[src/rtl/lif_pkg.sv]
// Shared definitions for the LIF neuron tile: default counter width,
// decoder state encoding and a width-agnostic saturating increment.
package lif_pkg;

  localparam int CNT_W_DEF = 8;

  typedef enum logic {
    IDLE  = 1'b0,
    COUNT = 1'b1
  } state_e;

  // Callers pass their own ceiling so one function serves every counter width.
  function automatic logic [31:0] sat_inc(input logic [31:0] v, input logic [31:0] max_v);
    return (v >= max_v) ? max_v : v + 32'd1;
  endfunction

endpackage

[src/rtl/spike_edge_det.sv]
// Registers a spike line and flags its rising edge, so a level held high
// for many cycles is seen as a single event.
module spike_edge_det (
  input  logic clk,
  input  logic rst_n,
  input  logic spike_i,
  output logic rise_o
);

  logic spike_q;

  always_ff @(posedge clk or negedge rst_n) begin
    if (!rst_n) begin
      spike_q <= 1'b0;
    end else begin
      spike_q <= spike_i;
    end
  end

  assign rise_o = spike_i & ~spike_q;

endmodule

[src/rtl/spike_rate_decoder.sv]
// Decodes a spike train into a per-window rising-edge count (rate) and the
// most recent inter-spike interval (isi); every output is a register.
module spike_rate_decoder
  import lif_pkg::*;
#(
  parameter int CNT_W = CNT_W_DEF
) (
  input  logic             clk,
  input  logic             reset_n,
  input  logic             en,
  input  logic             spike,
  input  logic [CNT_W-1:0] win_len,
  output logic [CNT_W-1:0] rate,
  output logic             rate_valid,
  output logic [CNT_W-1:0] isi,
  output logic             isi_valid
);

  localparam logic [CNT_W-1:0] CNT_MAX = '1;

  function automatic logic [CNT_W-1:0] inc_sat(input logic [CNT_W-1:0] v);
    return CNT_W'(sat_inc(32'(v), 32'(CNT_MAX)));
  endfunction

  state_e           state_q, state_d;
  logic [CNT_W-1:0] win_cnt_q, win_cnt_d;
  logic [CNT_W-1:0] spk_cnt_q, spk_cnt_d;
  logic [CNT_W-1:0] isi_tmr_q, isi_tmr_d;
  logic             seen_q, seen_d;
  logic [CNT_W-1:0] rate_q, rate_d;
  logic [CNT_W-1:0] isi_q, isi_d;
  logic             rate_vld_q, rate_vld_d;
  logic             isi_vld_q, isi_vld_d;
  logic             spk_edge;
  logic [CNT_W-1:0] spk_inc;

  spike_edge_det u_edge (
    .clk     (clk),
    .rst_n   (reset_n),
    .spike_i (spike),
    .rise_o  (spk_edge)
  );

  always_ff @(posedge clk or negedge reset_n) begin
    if (!reset_n) begin
      state_q    <= IDLE;
      win_cnt_q  <= '0;
      spk_cnt_q  <= '0;
      isi_tmr_q  <= '0;
      seen_q     <= 1'b0;
      rate_q     <= '0;
      isi_q      <= '0;
      rate_vld_q <= 1'b0;
      isi_vld_q  <= 1'b0;
    end else begin
      state_q    <= state_d;
      win_cnt_q  <= win_cnt_d;
      spk_cnt_q  <= spk_cnt_d;
      isi_tmr_q  <= isi_tmr_d;
      seen_q     <= seen_d;
      rate_q     <= rate_d;
      isi_q      <= isi_d;
      rate_vld_q <= rate_vld_d;
      isi_vld_q  <= isi_vld_d;
    end
  end

  always_comb begin
    state_d    = state_q;
    win_cnt_d  = win_cnt_q;
    spk_cnt_d  = spk_cnt_q;
    isi_tmr_d  = isi_tmr_q;
    seen_d     = seen_q;
    rate_d     = rate_q;
    isi_d      = isi_q;
    rate_vld_d = 1'b0;
    isi_vld_d  = 1'b0;
    spk_inc    = spk_edge ? inc_sat(spk_cnt_q) : spk_cnt_q;

    unique case (state_q)
      IDLE: begin
        spk_cnt_d = '0;
        isi_tmr_d = '0;
        seen_d    = 1'b0;
        if (en) begin
          // win_len of zero wraps to the all-ones count, i.e. 2^CNT_W cycles.
          win_cnt_d = win_len - CNT_W'(1);
          state_d   = COUNT;
        end
      end

      COUNT: begin
        if (!en) begin
          state_d   = IDLE;
          spk_cnt_d = '0;
          isi_tmr_d = '0;
          seen_d    = 1'b0;
        end else begin
          if (win_cnt_q == '0) begin
            rate_d     = spk_inc;
            rate_vld_d = 1'b1;
            spk_cnt_d  = '0;
            win_cnt_d  = win_len - CNT_W'(1);
          end else begin
            win_cnt_d  = win_cnt_q - CNT_W'(1);
            spk_cnt_d  = spk_inc;
          end

          // The first edge after enabling only arms the interval timer.
          if (spk_edge) begin
            isi_tmr_d = CNT_W'(1);
            seen_d    = 1'b1;
            if (seen_q) begin
              isi_d     = isi_tmr_q;
              isi_vld_d = 1'b1;
            end
          end else begin
            isi_tmr_d = inc_sat(isi_tmr_q);
          end
        end
      end

      default: state_d = IDLE;
    endcase
  end

  assign rate       = rate_q;
  assign rate_valid = rate_vld_q;
  assign isi        = isi_q;
  assign isi_valid  = isi_vld_q;

endmodule

[config.mk]
export PLATFORM = sky130hd
export DESIGN_NAME = spike_rate_decoder
export DESIGN_NICKNAME = d
export VERILOG_FILES = /design/src/rtl/lif_pkg.sv /design/src/rtl/spike_edge_det.sv /design/src/rtl/spike_rate_decoder.sv
export SDC_FILE = /design/constraint.sdc
export NUM_CORES = 1
export LEC_CHECK = 0
export ABC_CLOCK_PERIOD_IN_PS = 1600
export BUFFER_PORTS_ARGS = -buffer_cell sky130_fd_sc_hd__buf_2
export CAP_MARGIN = 0
export CELL_PAD_IN_SITES_DETAIL_PLACEMENT = 0
export CELL_PAD_IN_SITES_GLOBAL_PLACEMENT = 2
export CORE_ASPECT_RATIO = 0.6
export CORE_MARGIN = 4
export CORE_UTILIZATION = 33
export CTS_BUF_LIST = sky130_fd_sc_hd__clkbuf_4 sky130_fd_sc_hd__clkbuf_8 sky130_fd_sc_hd__clkbuf_16
export DETAILED_ROUTE_END_ITERATION = 16
export PLACE_DENSITY_LB_ADDON = 0.1
export RECOVER_POWER = 25
export SKIP_CTS_REPAIR_TIMING = 1
export SLEW_MARGIN = 20
export SYNTH_ARGS = -nofsm -noshare
export SYNTH_HDL_FRONTEND = slang
export SYNTH_SLANG_ARGS = --single-unit
export TNS_END_PERCENT = 1
[constraint.sdc]
create_clock -name clk -period 1.6 [get_ports clk]
set_input_delay 0.16 -clock clk [delete_from_list [all_inputs] [get_ports clk]]
set_output_delay 0.16 -clock clk [all_outputs]
set_load 0.02 [all_outputs]
==> results.toml, run 1 <==
[clocking]
tritoncts = "done"
clkLatencyLatePin_ns = 0.28
cts-root-buf = "clkbuf_16"
cts_max_level = 2
cts_sinks = 45
clkTransAtPathRegs_ns = 0.06
cts_inserted_buffers = 5
clk_path_buf_depth = 2

[sta]
worstMarginPinSlew_ns = 1.01
whs_ns = 0.0700
setup_viol = 2
fin_skew_ns = 0.00659
hold_viol_final = 0
slew_headroom_pct = 32.7
fin_ws_ns = -0.0360
rsz0062_at_grt = "yes"
final.min_clock_period_ns = 1.64
slew_viol_final = 0
fmax_mhz = 611
post-route-period-util_pct = 102

[power]
p_clk_share_pct = 34.8
p_int_mw = 2.06
p_leak_nw = 1.41
power_density_nw_per_um2 = 989
p_comb_share_pct = 18.9
p_seq_share_pct = 46.3
sw_frac_of_total_pct = 27.2
power.switching_mw = 0.773
ir_drop_v = 0.000484

[worst_setup_path]
critPathMaxFanout = 2
critPathSlowestCell = "dfrtp_1"
cp-start-kind = "flip-flop"
critPathKind = "reg -> reg"
required_ns = 1.76
crit_arrival_ns = 1.80
cpPeakStageDelay_ns = 0.39
critical_path_buf_inv_count = 1
crit_family = "flip-flops"
crit_chain = "buf_6 -> nor4_4 -> nand2_2 -> mux2_4 -> a221o_1"
reg2reg_slack_ns = -0.04
end_kind = "flip-flop"

[synth]
synth_edf_count = 0
synthesis.area_sq_um = 2240
ys_ff_latch = 45
yosys.cell_types.count = 48
avgSynthCellArea_sq_um = 10.7
ys_warn_count = 0
synth_cells = 209
ys.flop_type = "dfrtp_1"
async_flop_share_pct = 100
ys_seq_area_share_pct = 50.3
synth_fp_nets = 226

[global_routing]
grt_pass1_vias = 1688
grtUsageMet3_pct = 3.80
grtUsageTotal_pct = 13.1
grtUsageMet1_pct = 19.9
antenna_found_initial = 0
grt_pass1_wl_microns = 8530
use_met2_pct = 18.6
top_usage_layer = "met1"
grt_max_degree = 29
grt_overflow = 0

[detailed_routing]
drc = 0
drtAntennaViolNets = 0
drt_pass1_iterations = 4
routedWlPerCell_microns = 14.5
viasPerCell = 4.94
routed_wirelength_microns = 5060
drt_iter0_markers = 71
num_vias = 1725

[final_layout]
final_cells = 349
syn_to_final_growth_pct = 28.0
drive_gt1_share_pct = 34.0
final_net_count = 281
fin_util_pct = 45.3
final_cell_mix = "42 x dfrtp_1, 27 x buf_2, 21 x buf_4"
n_antenna_cell = 0
layout_commonest_cell = "dfrtp_1"

[die]
io-pin-count = 30
die_w_microns = 114
start_util_pct = 35.4
die_height_microns = 71.8
core_sq_um = 6330
fp.dieArea_sq_um = 8220
fp-row-count = 22

[place]
place.gp.congestion = 0.776
dpl.hpwl_microns = 3820
dp_cells = 339
io_buffers = 29

[min_path]
hold_class = "in -> reg"

[job]
maxCapViolations = 0

[outcome]
violations = "negative setup slack"
status = "finished with violations"
==> power groups by stage <==
stage | clock (mW) | combinational (mW) | sequential [mW]
5_1_grt | 1.07 | 0.598 | 1.33
3_3_place_gp | 0 | 0.495 | 1.30
6_report | 0.986 | 0.536 | 1.31
2_1_floorplan | 0 | 0.240 | 1.32
3_5_place_dp | 0 | 0.505 | 1.31
4_1_cts | 1.02 | 0.507 | 1.29
==> area by class of cell <==
class	instances	area, sq um
Inverter	10	37.5
Fill cell	612	3460
Timing Repair Buffer	54	353
Clock buffer	5	125
Sequential cell	45	1130
Clock inverter	3	17.5
Multi-Input combinational cell	148	1100
Tap cell	84	105
==> layer usage <==
| layer | vias to the layer above | wire, microns | share of wire, % |
|---|---|---|---|
| met3 | 4 | 212 | 4.2 |
| met1 | 816 | 2690 | 53 |
| li1 | 871 | - | - |
| met4 | 0 | 30 | 0.59 |
| met5 | - | 0 | 0 |
| met2 | 34 | 2120 | 42 |
==> worst reg2reg max path: stages, from the launching register on <==
cell     delay (ns)
dfrtp_1        0.39
buf_6          0.13
nor4_4         0.30
nand2_2        0.09
mux2_4         0.30
a221o_1        0.31
==> cells in the mapped netlist, types with 3 or more instances <==
cell type	number	share of area, %
a21o_1	3	1.0
a21oi_1	19	4.2
a31oi_1	4	1.1
and3_1	4	1.1
clkbuf_1	5	0.84
dfrtp_1	45	50
ha_1	5	2.8
inv_1	10	1.7
mux2_2	9	4.5
mux2i_1	8	3.6
nand2_1	15	2.5
nand2b_1	3	0.84
nand3_1	6	1.3
nand4_1	6	1.7
nor2_1	10	1.7
nor2b_1	5	1.4
nor3b_1	3	1.0
o21ai_1	4	0.89
xnor2_1	5	2.0
xor2_1	6	2.3
==> cell families after synthesis <==
logic type	after synthesis	synth area share, %
AO/OA/AOI/OAI	44	12.2
XOR/XNOR	11	4.30
adder cells (fa/ha/maj)	5	2.79
buffers and inverters	16	2.74
flip-flops	45	50.3
multiplexers	19	9.27
AND/OR/NAND/NOR	69	18.4
==> state kept, by name (all words and copies together) (netlist names) <==
| name | flops |
|---|---|
| u_edge.spike_q | 1 |
| win_cnt_q | 8 |
| isi_tmr_q | 8 |
| isi_valid | 1 |
| seen_q | 1 |
| isi | 8 |
| spk_cnt_q | 8 |
| rate_valid | 1 |
| rate | 8 |
| state_q | 1 |
==> path summary, 6_finish.rpt <==
kind,start,endpoint,cells past startpoint
setup / recovery,win_cnt_q[0]$_DFFE_PN0P_,win_cnt_q[7]$_DFFE_PN0P_,5
max in group asynchronous,reset_n,win_cnt_q[3]$_DFFE_PN0P_,3
hold / removal,spike,u_edge.spike_q$_DFF_PN0_,1
hold reg to reg,rate[4]$_DFFE_PN0P_,rate[4]$_DFFE_PN0P_,2
setup reg to reg,win_cnt_q[0]$_DFFE_PN0P_,win_cnt_q[7]$_DFFE_PN0P_,5
min in group asynchronous,reset_n,spk_cnt_q[4]$_DFF_PN0_,2
==> through the flow <==
stage / TNS, ns / area, sq um / worst slack, ns / total power [mW]
after CTS: -0.503 / 2810 / -0.198 / 2.82
after detailed placement: -0.399 / 2670 / -0.179 / 1.81
after floorplan: 0 / 2240 / 0.00479 / 1.56
after global routing: -1.15 / 2870 / -0.102 / 3.00
final: -0.0485 / 2870 / -0.0360 / 2.84
after global placement: -0.240 / 2670 / -0.164 / 1.80
Note: power is estimated with default switching activity, not from simulation.
==> run 2, diff against run 1 <==
- ABC_CLOCK_PERIOD_IN_PS: 1600 -> 2000
- CORE_UTILIZATION: 33 -> 40
- SKIP_LAST_GASP: default -> 1
- clock period: 1.6 -> 2 ns (I/O delays scaled with it)
==> results.toml, run 2 (synthesized netlist as in run 1, its figures left out) <==
[die]
die_height_microns = 66.0
core_sq_um = 5230
io-pin-count = 30
fp-row-count = 20
fp.dieArea_sq_um = 6900
start_util_pct = 42.8
die_w_microns = 105

[detailed_routing]
drt_iter0_markers = 105
routed_wirelength_microns = 4600
num_vias = 1681
drc = 0
drtAntennaViolNets = 0
routedWlPerCell_microns = 14.8
viasPerCell = 5.41
drt_pass1_iterations = 4

[worst_setup_path]
crit_arrival_ns = 2.02
cp-start-kind = "flip-flop"
required_ns = 2.21
reg2reg_to = "win_cnt_q[1]$_DFFE_PN0P_"
rr_worst_depth = 4
r2r_start = "win_cnt_q[5]$_DFFE_PN0P_"
end_kind = "flip-flop"
critPathKind = "reg -> reg"
reg2reg_slack_ns = 0.19
cp-startpoint = "win_cnt_q[5]$_DFFE_PN0P_"
critPathMaxFanout = 8
crit_end = "win_cnt_q[1]$_DFFE_PN0P_"

[power]
p_leak_nw = 1.28
power_density_nw_per_um2 = 780
power_mw = 2.02
ir_drop_v = 0.000340

[final_layout]
final_cell_mix = "45 x dfrtp_1, 27 x buf_2, 19 x a21oi_1"
final_area_sq_um = 2590
fillers = 485
drive_gt1_share_pct = 24.1
final-seq-area_sq_um = 1130
layout_commonest_cell = "dfrtp_1"
final_net_count = 261
syn_to_final_growth_pct = 15.7
multi_input_area_sq_um = 1050
n_antenna_cell = 0

[sta]
fin_tns_setup_ns = 0
setup_viol = 0
fmax_mhz = 553
slew_headroom_pct = 35.6
whs_ns = 0.0416
slew_viol_final = 0
post-route-period-util_pct = 90.5
worstMarginPinSlew_ns = 0.965
final.min_clock_period_ns = 1.81
fin_skew_ns = 0.0141
fin_ws_ns = 0.190
hold_viol_final = 0
rsz0062_at_grt = "no"

[place]
io_buffers = 29
dpl.hpwl_microns = 3440
dpl_cell_area_sq_um = 2480
pre_cts_slack_ns = 0.213
place.gp.congestion = 0.818

[clocking]
clkTransAtPathRegs_ns = 0.10
cts_max_level = 2
clkLatencyLatePin_ns = 0.30
cts_sinks = 45
cts-root-buf = "clkbuf_8"
cts_inserted_buffers = 5
tritoncts = "done"
clk_path_buf_depth = 2

[global_routing]
antenna_found_initial = 0
grt_pass1_wl_microns = 7980
grt_max_degree = 39
grt_pass1_vias = 1669
grtUsageTotal_pct = 14.4
grt_overflow = 0

[job]
maxCapViolations = 0

[outcome]
status = "complete, no violations"

[min_path]
hold_class = "in -> async"
==> run 2: layer usage <==
metal  part of all wire (%)  track usage (%)
met5                      0                0
met4                   0.65             3.93
met3                    3.2             3.71
met2                     42             21.9
met1                     54             20.5
==> run 2: cell type report <==
cell class | instances | area share [%]
flip-flops and latches | 45 | 43.4
clock buffers | 5 | 2.65
inverters | 10 | 1.45
repair buffers | 34 | 6.85
well taps | 66 | 3.19
multi-input cells | 148 | 40.6
clock inverters | 3 | 1.79
==> run 2: power by group <==
group          switching (mW)  internal, mW
Clock                   0.322         0.374
Combinational           0.158         0.127
Sequential             0.0806         0.961
Total                   0.560          1.46
==> run 2: critical path, cell delays in order (launching register included) <==
cell and delay (ns):
dfrtp_1 0.45, nor3_4 0.33, a31o_1 0.41, mux2_1 0.37
mux2i_1 0.16
==> run 2: worst min-delay path by stage <==
stage                 start                        to  slack [ns]  depth (start not counted)
floorplan           reset_n        isi[0]$_DFFE_PN0P_        -0.1                          0
global placement    reset_n  win_cnt_q[3]$_DFFE_PN0P_        0.35                          1
detailed placement  reset_n  win_cnt_q[0]$_DFFE_PN0P_        0.36                          1
CTS                 reset_n    spk_cnt_q[4]$_DFF_PN0_        0.03                          1
global route          spike  u_edge.spike_q$_DFF_PN0_        0.06                          1
finish              reset_n    spk_cnt_q[4]$_DFF_PN0_        0.04                          1
==> run 2: stage by stage <==
stage | std cells | util [%]
2_1_floorplan | 209 | -
3_3_place_gp | 303 | 47.5
3_5_place_dp | 303 | 47.5
4_1_cts | 311 | 49.7
5_1_grt | 311 | 49.6
6_report | 311 | 49.6
